[src/rtl/mem_arbiter.sv]
// Byte-serial owner of the single-port RAM bus, shared by instruction fetch and the load/store buffer.
// Define MEMCTRL_IO_STALL_EN to hold IO-space write bytes while the UART TX buffer is full.
module mem_arbiter #(
  parameter int         ADDR_WIDTH   = 32,
  parameter logic [1:0] IO_SPACE_TAG = 2'b11
) (
  input  logic                  clk,
  input  logic                  rst,
  input  logic                  if_request_in,
  input  logic [ADDR_WIDTH-1:0] if_address_in,
  output logic                  if_ready_out,
  output logic [31:0]           if_data_out,
  input  logic                  lsb_request_in,
  input  logic                  lsb_rw_in,
  input  logic [ADDR_WIDTH-1:0] lsb_address_in,
  input  logic [2:0]            lsb_goal_in,
  input  logic [31:0]           lsb_data_in,
  output logic                  lsb_ready_out,
  output logic [31:0]           lsb_data_out,
  input  logic [7:0]            mem_din,
  output logic [7:0]            mem_dout,
  output logic [ADDR_WIDTH-1:0] mem_a,
  output logic                  mem_wr,
  input  logic                  io_buffer_full
);

  typedef enum logic [1:0] {IDLE = 2'd0, READ = 2'd1, WRITE = 2'd2} state_e;

  function automatic logic [2:0] goal_bytes(input logic [2:0] goal);
    case (goal)
      3'd1:    return 3'd1;
      3'd2:    return 3'd2;
      default: return 3'd4;
    endcase
  endfunction

  state_e                state_q, state_d;
  logic                  if_pend_q, lsb_pend_q;
  logic [ADDR_WIDTH-1:0] if_pend_addr_q, lsb_pend_addr_q;
  logic                  lsb_pend_rw_q;
  logic [2:0]            lsb_pend_goal_q;
  logic [31:0]           lsb_pend_data_q;
  logic                  port_lsb_q;
  logic [2:0]            nbytes_q, idx_q;
  logic [31:0]           wdata_q, rbuf_q, rbuf_d;
  logic [ADDR_WIDTH-1:0] mem_a_q;
  logic [7:0]            mem_dout_q;
  logic                  mem_wr_q;
  logic                  if_ready_q, lsb_ready_q;
  logic [31:0]           if_rdata_q, lsb_rdata_q;

  logic                  lsb_want, if_want, start_lsb, start_if;
  logic                  req_rw;
  logic [ADDR_WIDTH-1:0] req_addr;
  logic [2:0]            req_n;
  logic [31:0]           req_data;
  logic                  last_rd, last_wr, io_stall;
  logic [1:0]            rd_lane;

  // A pulse arriving while the port is selectable bypasses its pending latch.
  assign lsb_want  = lsb_pend_q | lsb_request_in;
  assign if_want   = if_pend_q | if_request_in;
  assign start_lsb = (state_q == IDLE) & lsb_want;
  assign start_if  = (state_q == IDLE) & ~lsb_want & if_want;
  assign last_rd   = (idx_q == nbytes_q);
  assign last_wr   = ((idx_q + 3'd1) == nbytes_q);
  assign rd_lane   = idx_q[1:0] - 2'd1;

`ifdef MEMCTRL_IO_STALL_EN
  assign io_stall = (state_q == WRITE) && io_buffer_full && (mem_a_q[17:16] == IO_SPACE_TAG);
`else
  logic unused_io_buffer_full;
  assign unused_io_buffer_full = io_buffer_full;
  assign io_stall = 1'b0;
`endif

  always_comb begin
    req_rw   = 1'b0;
    req_addr = if_pend_q ? if_pend_addr_q : if_address_in;
    req_n    = 3'd4;
    req_data = '0;
    if (lsb_want) begin
      req_rw   = lsb_pend_q ? lsb_pend_rw_q : lsb_rw_in;
      req_addr = lsb_pend_q ? lsb_pend_addr_q : lsb_address_in;
      req_n    = goal_bytes(lsb_pend_q ? lsb_pend_goal_q : lsb_goal_in);
      req_data = lsb_pend_q ? lsb_pend_data_q : lsb_data_in;
    end
  end

  // mem_din carries the byte addressed one cycle earlier, so lane idx-1 fills while idx is driven.
  always_comb begin
    rbuf_d = rbuf_q;
    if ((state_q == READ) && (idx_q != 3'd0)) begin
      rbuf_d[{rd_lane, 3'b000} +: 8] = mem_din;
    end
  end

  always_ff @(posedge clk) begin
    if (rst) state_q <= IDLE;
    else     state_q <= state_d;
  end

  always_comb begin
    state_d = state_q;
    case (state_q)
      IDLE: begin
        if (start_lsb)     state_d = req_rw ? WRITE : READ;
        else if (start_if) state_d = READ;
      end
      READ:    if (last_rd) state_d = IDLE;
      WRITE:   if (!io_stall && last_wr) state_d = IDLE;
      default: state_d = IDLE;
    endcase
  end

  always_comb begin
    mem_wr        = mem_wr_q & ~io_stall;
    mem_a         = mem_a_q;
    mem_dout      = mem_dout_q;
    if_ready_out  = if_ready_q;
    if_data_out   = if_rdata_q;
    lsb_ready_out = lsb_ready_q;
    lsb_data_out  = lsb_rdata_q;
  end

  always_ff @(posedge clk) begin
    if (rst) begin
      if_pend_q   <= 1'b0;
      lsb_pend_q  <= 1'b0;
      idx_q       <= 3'd0;
      mem_wr_q    <= 1'b0;
      mem_a_q     <= '0;
      mem_dout_q  <= '0;
      if_ready_q  <= 1'b0;
      lsb_ready_q <= 1'b0;
      if_rdata_q  <= '0;
      lsb_rdata_q <= '0;
    end else begin
      if_ready_q  <= 1'b0;
      lsb_ready_q <= 1'b0;
      rbuf_q      <= rbuf_d;
      if (start_lsb) begin
        lsb_pend_q <= 1'b0;
      end else if (lsb_request_in && !lsb_pend_q) begin
        lsb_pend_q      <= 1'b1;
        lsb_pend_rw_q   <= lsb_rw_in;
        lsb_pend_addr_q <= lsb_address_in;
        lsb_pend_goal_q <= lsb_goal_in;
        lsb_pend_data_q <= lsb_data_in;
      end
      if (start_if) begin
        if_pend_q <= 1'b0;
      end else if (if_request_in && !if_pend_q) begin
        if_pend_q      <= 1'b1;
        if_pend_addr_q <= if_address_in;
      end
      case (state_q)
        IDLE: begin
          if (start_lsb || start_if) begin
            port_lsb_q <= start_lsb;
            nbytes_q   <= req_n;
            idx_q      <= 3'd0;
            wdata_q    <= req_data;
            rbuf_q     <= '0;
            mem_a_q    <= req_addr;
            mem_wr_q   <= req_rw;
            mem_dout_q <= req_data[7:0];
          end
        end
        READ: begin
          if (last_rd) begin
            if (port_lsb_q) begin
              lsb_ready_q <= 1'b1;
              lsb_rdata_q <= rbuf_d;
            end else begin
              if_ready_q <= 1'b1;
              if_rdata_q <= rbuf_d;
            end
          end else begin
            idx_q <= idx_q + 3'd1;
            if ((idx_q + 3'd1) < nbytes_q) mem_a_q <= mem_a_q + ADDR_WIDTH'(1);
          end
        end
        WRITE: begin
          if (!io_stall) begin
            if (last_wr) begin
              mem_wr_q    <= 1'b0;
              lsb_ready_q <= 1'b1;
            end else begin
              idx_q      <= idx_q + 3'd1;
              mem_a_q    <= mem_a_q + ADDR_WIDTH'(1);
              mem_dout_q <= wdata_q[{idx_q[1:0] + 2'd1, 3'b000} +: 8];
            end
          end
        end
        default: ;
      endcase
    end
  end

endmodule

[config.mk]
export PLATFORM = sky130hd
export DESIGN_NAME = mem_arbiter
export DESIGN_NICKNAME = d
export VERILOG_FILES = /design/src/rtl/mem_arbiter.sv
export SDC_FILE = /design/constraint.sdc
export NUM_CORES = 1
export LEC_CHECK = 0
export ABC_AREA = 1
export BUFFER_PORTS_ARGS = -buffer_cell sky130_fd_sc_hd__clkbuf_2
export CAP_MARGIN = 20
export CORE_ASPECT_RATIO = 0.6
export CORE_MARGIN = 2
export CORE_UTILIZATION = 30
export DETAILED_ROUTE_END_ITERATION = 10
export PLACE_DENSITY = 0.54
export SLEW_MARGIN = 40
export SYNTH_ARGS = -nofsm -noshare
export SYNTH_HDL_FRONTEND = slang
export SYNTH_SLANG_ARGS = --single-unit
[constraint.sdc]
create_clock -name clk -period 11.1 [get_ports clk]
set_input_delay 1.11 -clock clk [delete_from_list [all_inputs] [get_ports clk]]
set_output_delay 1.11 -clock clk [all_outputs]
set_load 0.005 [all_outputs]
Word level (Yosys, flattened, before mapping):

Cells that the tools add are included.

* register bits after elaboration: 282
* input bits: 113
* output and inout port bits: 107

* $add $sub $neg: 5
* magnitude comparators: 1
* equality and inequality tests: 13
* shifts and indexed selects: 3
* mux-type cells: 39
* bitwise logic cells: 12
* reductions and logical operators: 23

Operator list (count)
* 32-bit two-way mux: 11
* 32-bit case mux with 3 select lines: 1
* 32-bit by 1-bit adder with 32-bit output, second input constant: 1
* 32-bit bitwise mux: 1
* 8-bit by 7-bit variable shift with 32-bit output, first input constant: 1
* 32-bit by 6-bit variable part select with 8-bit output: 1
* 8-bit by 7-bit variable part select with 32-bit output: 1
* 8-bit two-way mux: 3
* 3-bit AND reduction: 8
* 8-bit case mux with 2 select lines: 1
* 3-bit two-way mux: 4
* 2-bit two-way mux: 5
* 3-bit case mux with 3 select lines: 1
* 1-bit two-way mux: 8
* 2-bit != test, second input constant: 4
* 5-bit negation with 7-bit output: 1
* 1-bit inverter: 7
* 3-bit equality test: 2
* 2-bit case mux with 3 select lines: 1
* 3-bit case mux with 2 select lines: 1
* 3-bit nonzero test: 2
* 5-bit AND reduction: 1
* 2-bit by 1-bit != test with 1-bit output, second input constant: 2
* 1-bit case mux with 2 select lines: 2
* other kinds (19): 26

Logic depth before layout (Yosys ltp):

* word-level depth: 7
* gate-level depth with buffers: 14
* gate-level depth less buffers: 12

Worst setup path before layout:

No wires, ideal clock.

* path kind: in2reg
* start: input rst
* end: register lsb_pend_addr_q[0] (enable)
* arrival time: 4.040 ns
* required time: 10.678 ns
* path slack: 6.638 ns
* stages on the path: 5
* path buffers: 2
* cells stage by stage: clkbuf_1 clkinv_1 clkbuf_1 nand3_1 inv_1

* longest elaborated chain between the ends: 2

RTL lines
* from (decl): RTL line 8 `input logic rst,`
* 1-bit inverter (no line)
* 3-bit AND reduction (no line)
* to (signal assigned): RTL line 147 `lsb_pend_addr_q <= lsb_address_in;`
* to (decl): RTL line 39 `logic [ADDR_WIDTH-1:0] if_pend_addr_q, lsb_pend_addr_q;`

Every way passes these cells.
A chain may end at the register's enable or synchronous reset.

Worst setup path after layout:

* start: register idx_q[0]
* end: register mem_a_q[23] (netlist: mem_a[23])

* longest elaborated chain between the ends: 4
* elaborated cells on any way between the ends: 8
* classes of those cells: add/sub: 1; order compare: 1; eq/ne: 5; reduce/logical: 1

RTL lines
* from (decl): RTL line 44 `logic [2:0] nbytes_q, idx_q;`
* from (signal assigned): RTL line 180 `idx_q <= idx_q + 3'd1;`
* from (signal assigned): RTL line 190 `idx_q <= idx_q + 3'd1;`
* 3-bit by 1-bit adder with 3-bit output: RTL line 66, 181
* 3-bit less-than comparator or 3-bit equality test (tied branches): RTL line 181, 66
* 2-bit by 1-bit != test with 1-bit output (no line) or 2-bit != test (tied branches)
* 5-bit AND reduction (no line) (*)
* to (signal assigned): RTL line 165 `mem_a_q <= req_addr;`
* to (signal assigned): RTL line 181 `if ((idx_q + 3'd1) < nbytes_q) mem_a_q <= mem_a_q + ADDR_WIDTH'(1);`
* to (signal assigned): RTL line 191 `mem_a_q <= mem_a_q + ADDR_WIDTH'(1);`
* to (decl): RTL line 46 `logic [ADDR_WIDTH-1:0] mem_a_q;`

Mark *: on every way between the ends. The rest lies on a longest branch, timed or not.

==> metrics.txt <==
status=complete, no violations; DRC=0; top cells by area, synth=edfxtp_1 (39%), dfxtp_1 (18%), nand2_1 (8.7%); Seq/Total Area, Yosys=0.564; RSZ-0062 raised after global routing=false; DRT antenna net count=0; First-pass DRT Iterations=5; Die X=~270 um; Final Power=~3.8 mW; remaining global-route overflow=0; H-tree levels=1; first-pass GRT wire length=between 60 and 70 mm; share of synthesized registers carrying an async set or reset=0; Setup TNS Final=0 ns; WHS=~0.46 ns; share of cells above drive strength 1=0.194; EDFF count, synth=between 150 and 200; fmax=0.335 GHz; Worst VDD drop=0.141 mV; Reg clk slew, reported paths=roughly 0.070 ns; # rows=59; Slew HR=0.478; Yosys top cell area share=0.388; area of the die=roughly 45000 um^2; largest net degree at the start of global routing=86; post-layout net count=around 1.8k; WP data arrival=3.50 ns; max_cap viols=0; worst setup margin=roughly 8.1 ns; Critical Path RT=between 10 and 15 ns; CP peak stage delay=between 0.4 and 0.5 ns; post-synth net total=roughly 1.6k; Tcrit/Tclk final=0.269; I/O Buffers=between 200 and 250; Avg Cell Area, Syn=8.90 um^2; pwr/cell area=238 nW/um^2; area delta synth->final=21.4%; clock net sink count=approximately 280; CTS Buffer Depth=3; vias per inst=about 5; CP bufs+invs=2; CTS root buf=clkbuf_16; Mapped Area=13000 um^2; hold bufs inserted after CTS=0; Yosys reg bits=~280; vias=11.0k; synth warn=0; crit-path max FO=38; die outline height=around 170 um; placed cell areas=14500 um^2; Setup-failing EPs final=0; final design utilization=0.366; worst min path class=flop to flop; CTS resizes=0; largest area contributor in the netlist=edfxtp_1; Mapped Cells=around 1.5k; Routed WL per cell=17.9 um; Core ar.=between 40000 and 50000 um^2; CTS buffer count=31; DP HPWL=27.8 mm; worst-skew pair later-pin latency=just under 0.6 ns; Slew @ Worst Pin=~0.8 ns; First DRT Iteration DRCs=around 800; Tmin final=~3.0 ns; fin. max-slew vios=0; Synth cell types=43; P_leak=6.42 nW; Post-CTS Setup Inserts=0; Post-Place Setup Slack=between 7 and 8 ns; clk_skew=approximately 0.013 ns; family with the most delay on the worst path=simple AND/OR/NAND/NOR gates; CP max stage cell=nand3_4; CTS tree=built; dpl cells=~2.2k; post-route cell area=15800 um^2; Worst setup EP type=flop; Final Non-Filler Cells=2255; global-route usage over all layers=0.174; CP Launch Type=flop; antenna violations before repair=4; GP Congestion=0.837; vias in the first global route=between 10k and 15k; WS Path Type=flop to flop; ys flop type=edfxtp_1; total I/O pin count=between 200 and 250; drt total wl=40.3 mm; initial core utilization=0.302; CP cell instances=clkinv_1, buf_4, ha_1, ha_1, nand4_1, nand2_1, nor2_4, nand3_4, nor2_1, nand2_1, a21oi_1; Fin. Hold Viols=0
[state kept, by name, indices dropped and copies added (netlist names), 2 cells and up]
| register | cells |
|---|---|
| lsb_data_out | 32 |
| state_q | 2 |
| idx_q | 3 |
| lsb_pend_addr_q | 32 |
| lsb_pend_data_q | 32 |
| if_data_out | 32 |
| rbuf_q | 32 |
| mem_dout | 8 |
| wdata_q | 32 |
| mem_a | 32 |
| if_pend_addr_q | 32 |
| nbytes_q | 3 |
| lsb_pend_goal_q | 3 |
[synthesized netlist by cell type, drive strengths merged (7+ instances only)]
| library cell | instances |
|---|---|
| o21ai | 115 |
| dfxtp | 114 |
| nand2 | 307 |
| inv | 102 |
| a22o | 33 |
| edfxtp | 168 |
| a21oi | 141 |
| a31oi | 8 |
| nand4 | 30 |
| nand3 | 77 |
| o211ai | 14 |
| nor2 | 215 |
| clkbuf | 34 |
| o22ai | 8 |
| buf | 45 |
| ha | 14 |
| a22oi | 7 |
[worst reg2reg max path: stages (launching register included)]
cell	delay [ns]
dfxtp_1	0.33
clkinv_1	0.21
buf_4	0.32
ha_1	0.37
ha_1	0.32
nand4_1	0.16
nand2_1	0.11
nor2_4	0.16
nand3_4	0.41
nor2_1	0.30
nand2_1	0.10
a21oi_1	0.12
[cells by family (layout without fill, tap and decap cells)]
kind of cell	Yosys count	count (layout)	synth area share
muxes	3	3	0.00241
AOI/OAI and AO/OA	329	329	0.142
DFF	282	282	0.564
adders and majority gates	14	14	0.0135
and+or+nand+nor	638	638	0.210
other	0	4	0
buffers and inverters	187	399	0.0632
xor gates and xnor gates	7	7	0.00472
[worst paths after layout]
path                                     start                           end  slack (ns)  depth (start not counted)
hold / removal    if_data_out[22]$_SDFFE_PP0P_  if_data_out[22]$_SDFFE_PP0P_        0.46                          2
setup reg to reg         idx_q[0]$_SDFFE_PP0P_        mem_a[23]$_SDFFE_PP0P_        8.11                         11
hold reg to reg   if_data_out[22]$_SDFFE_PP0P_  if_data_out[22]$_SDFFE_PP0P_        0.46                          2
setup / recovery         idx_q[0]$_SDFFE_PP0P_        mem_a[23]$_SDFFE_PP0P_        8.11                         11
[area by class of cell]
type                    instances  area, um^2
well taps                     579         724
flip-flops and latches        282        7330
multi-input cells             991        4880
fillers                      4395       27300
diodes                          4        10.0
clock inverters                14         145
inverters                     108         408
repair buffers                233        1230
clock buffers                  44        1050
[placed cells by master, fill, tap and decap left out, types with 3 or more instances in the layout]
cell type / n
nor3_1: 3
nand3_1: 74
inv_2: 6
nand2_2: 3
a31oi_1: 8
clkinv_1: 6
clkbuf_16: 40
nor2_1: 201
ha_1: 14
a22oi_1: 7
dfxtp_1: 113
nand3b_1: 3
a22o_1: 33
a21oi_1: 140
nand2_4: 3
xnor2_1: 3
nand4_1: 30
clkbuf_2: 218
nand2_1: 301
clkinv_2: 8
o211ai_1: 14
nor2_4: 8
o22ai_1: 8
xor2_1: 4
diode_2: 4
clkbuf_8: 3
edfxtp_1: 168
nor2_2: 5
o21ai_1: 8
buf_4: 11
inv_1: 95
buf_6: 3
o21ai_0: 107
[power breakdown]
part / total, mW / leakage, nW / internal (mW) / switching, mW
Combinational: 1.15 / 3.30 / 0.357 / 0.794
Clock: 1.16 / 0.594 / 0.708 / 0.455
Sequential: 1.44 / 2.52 / 1.31 / 0.128
[layer usage]
metal	vias to the layer above	track usage	share of wire	wire [um]
met1	5299	0.257	0.49	19600
li1	5356	-	-	-
met5	-	0	0	0
met4	0	0.0375	0.017	680
met2	308	0.264	0.43	17500
met3	54	0.0327	0.062	2510
No activity file was read; power rests on OpenSTA's default activity.
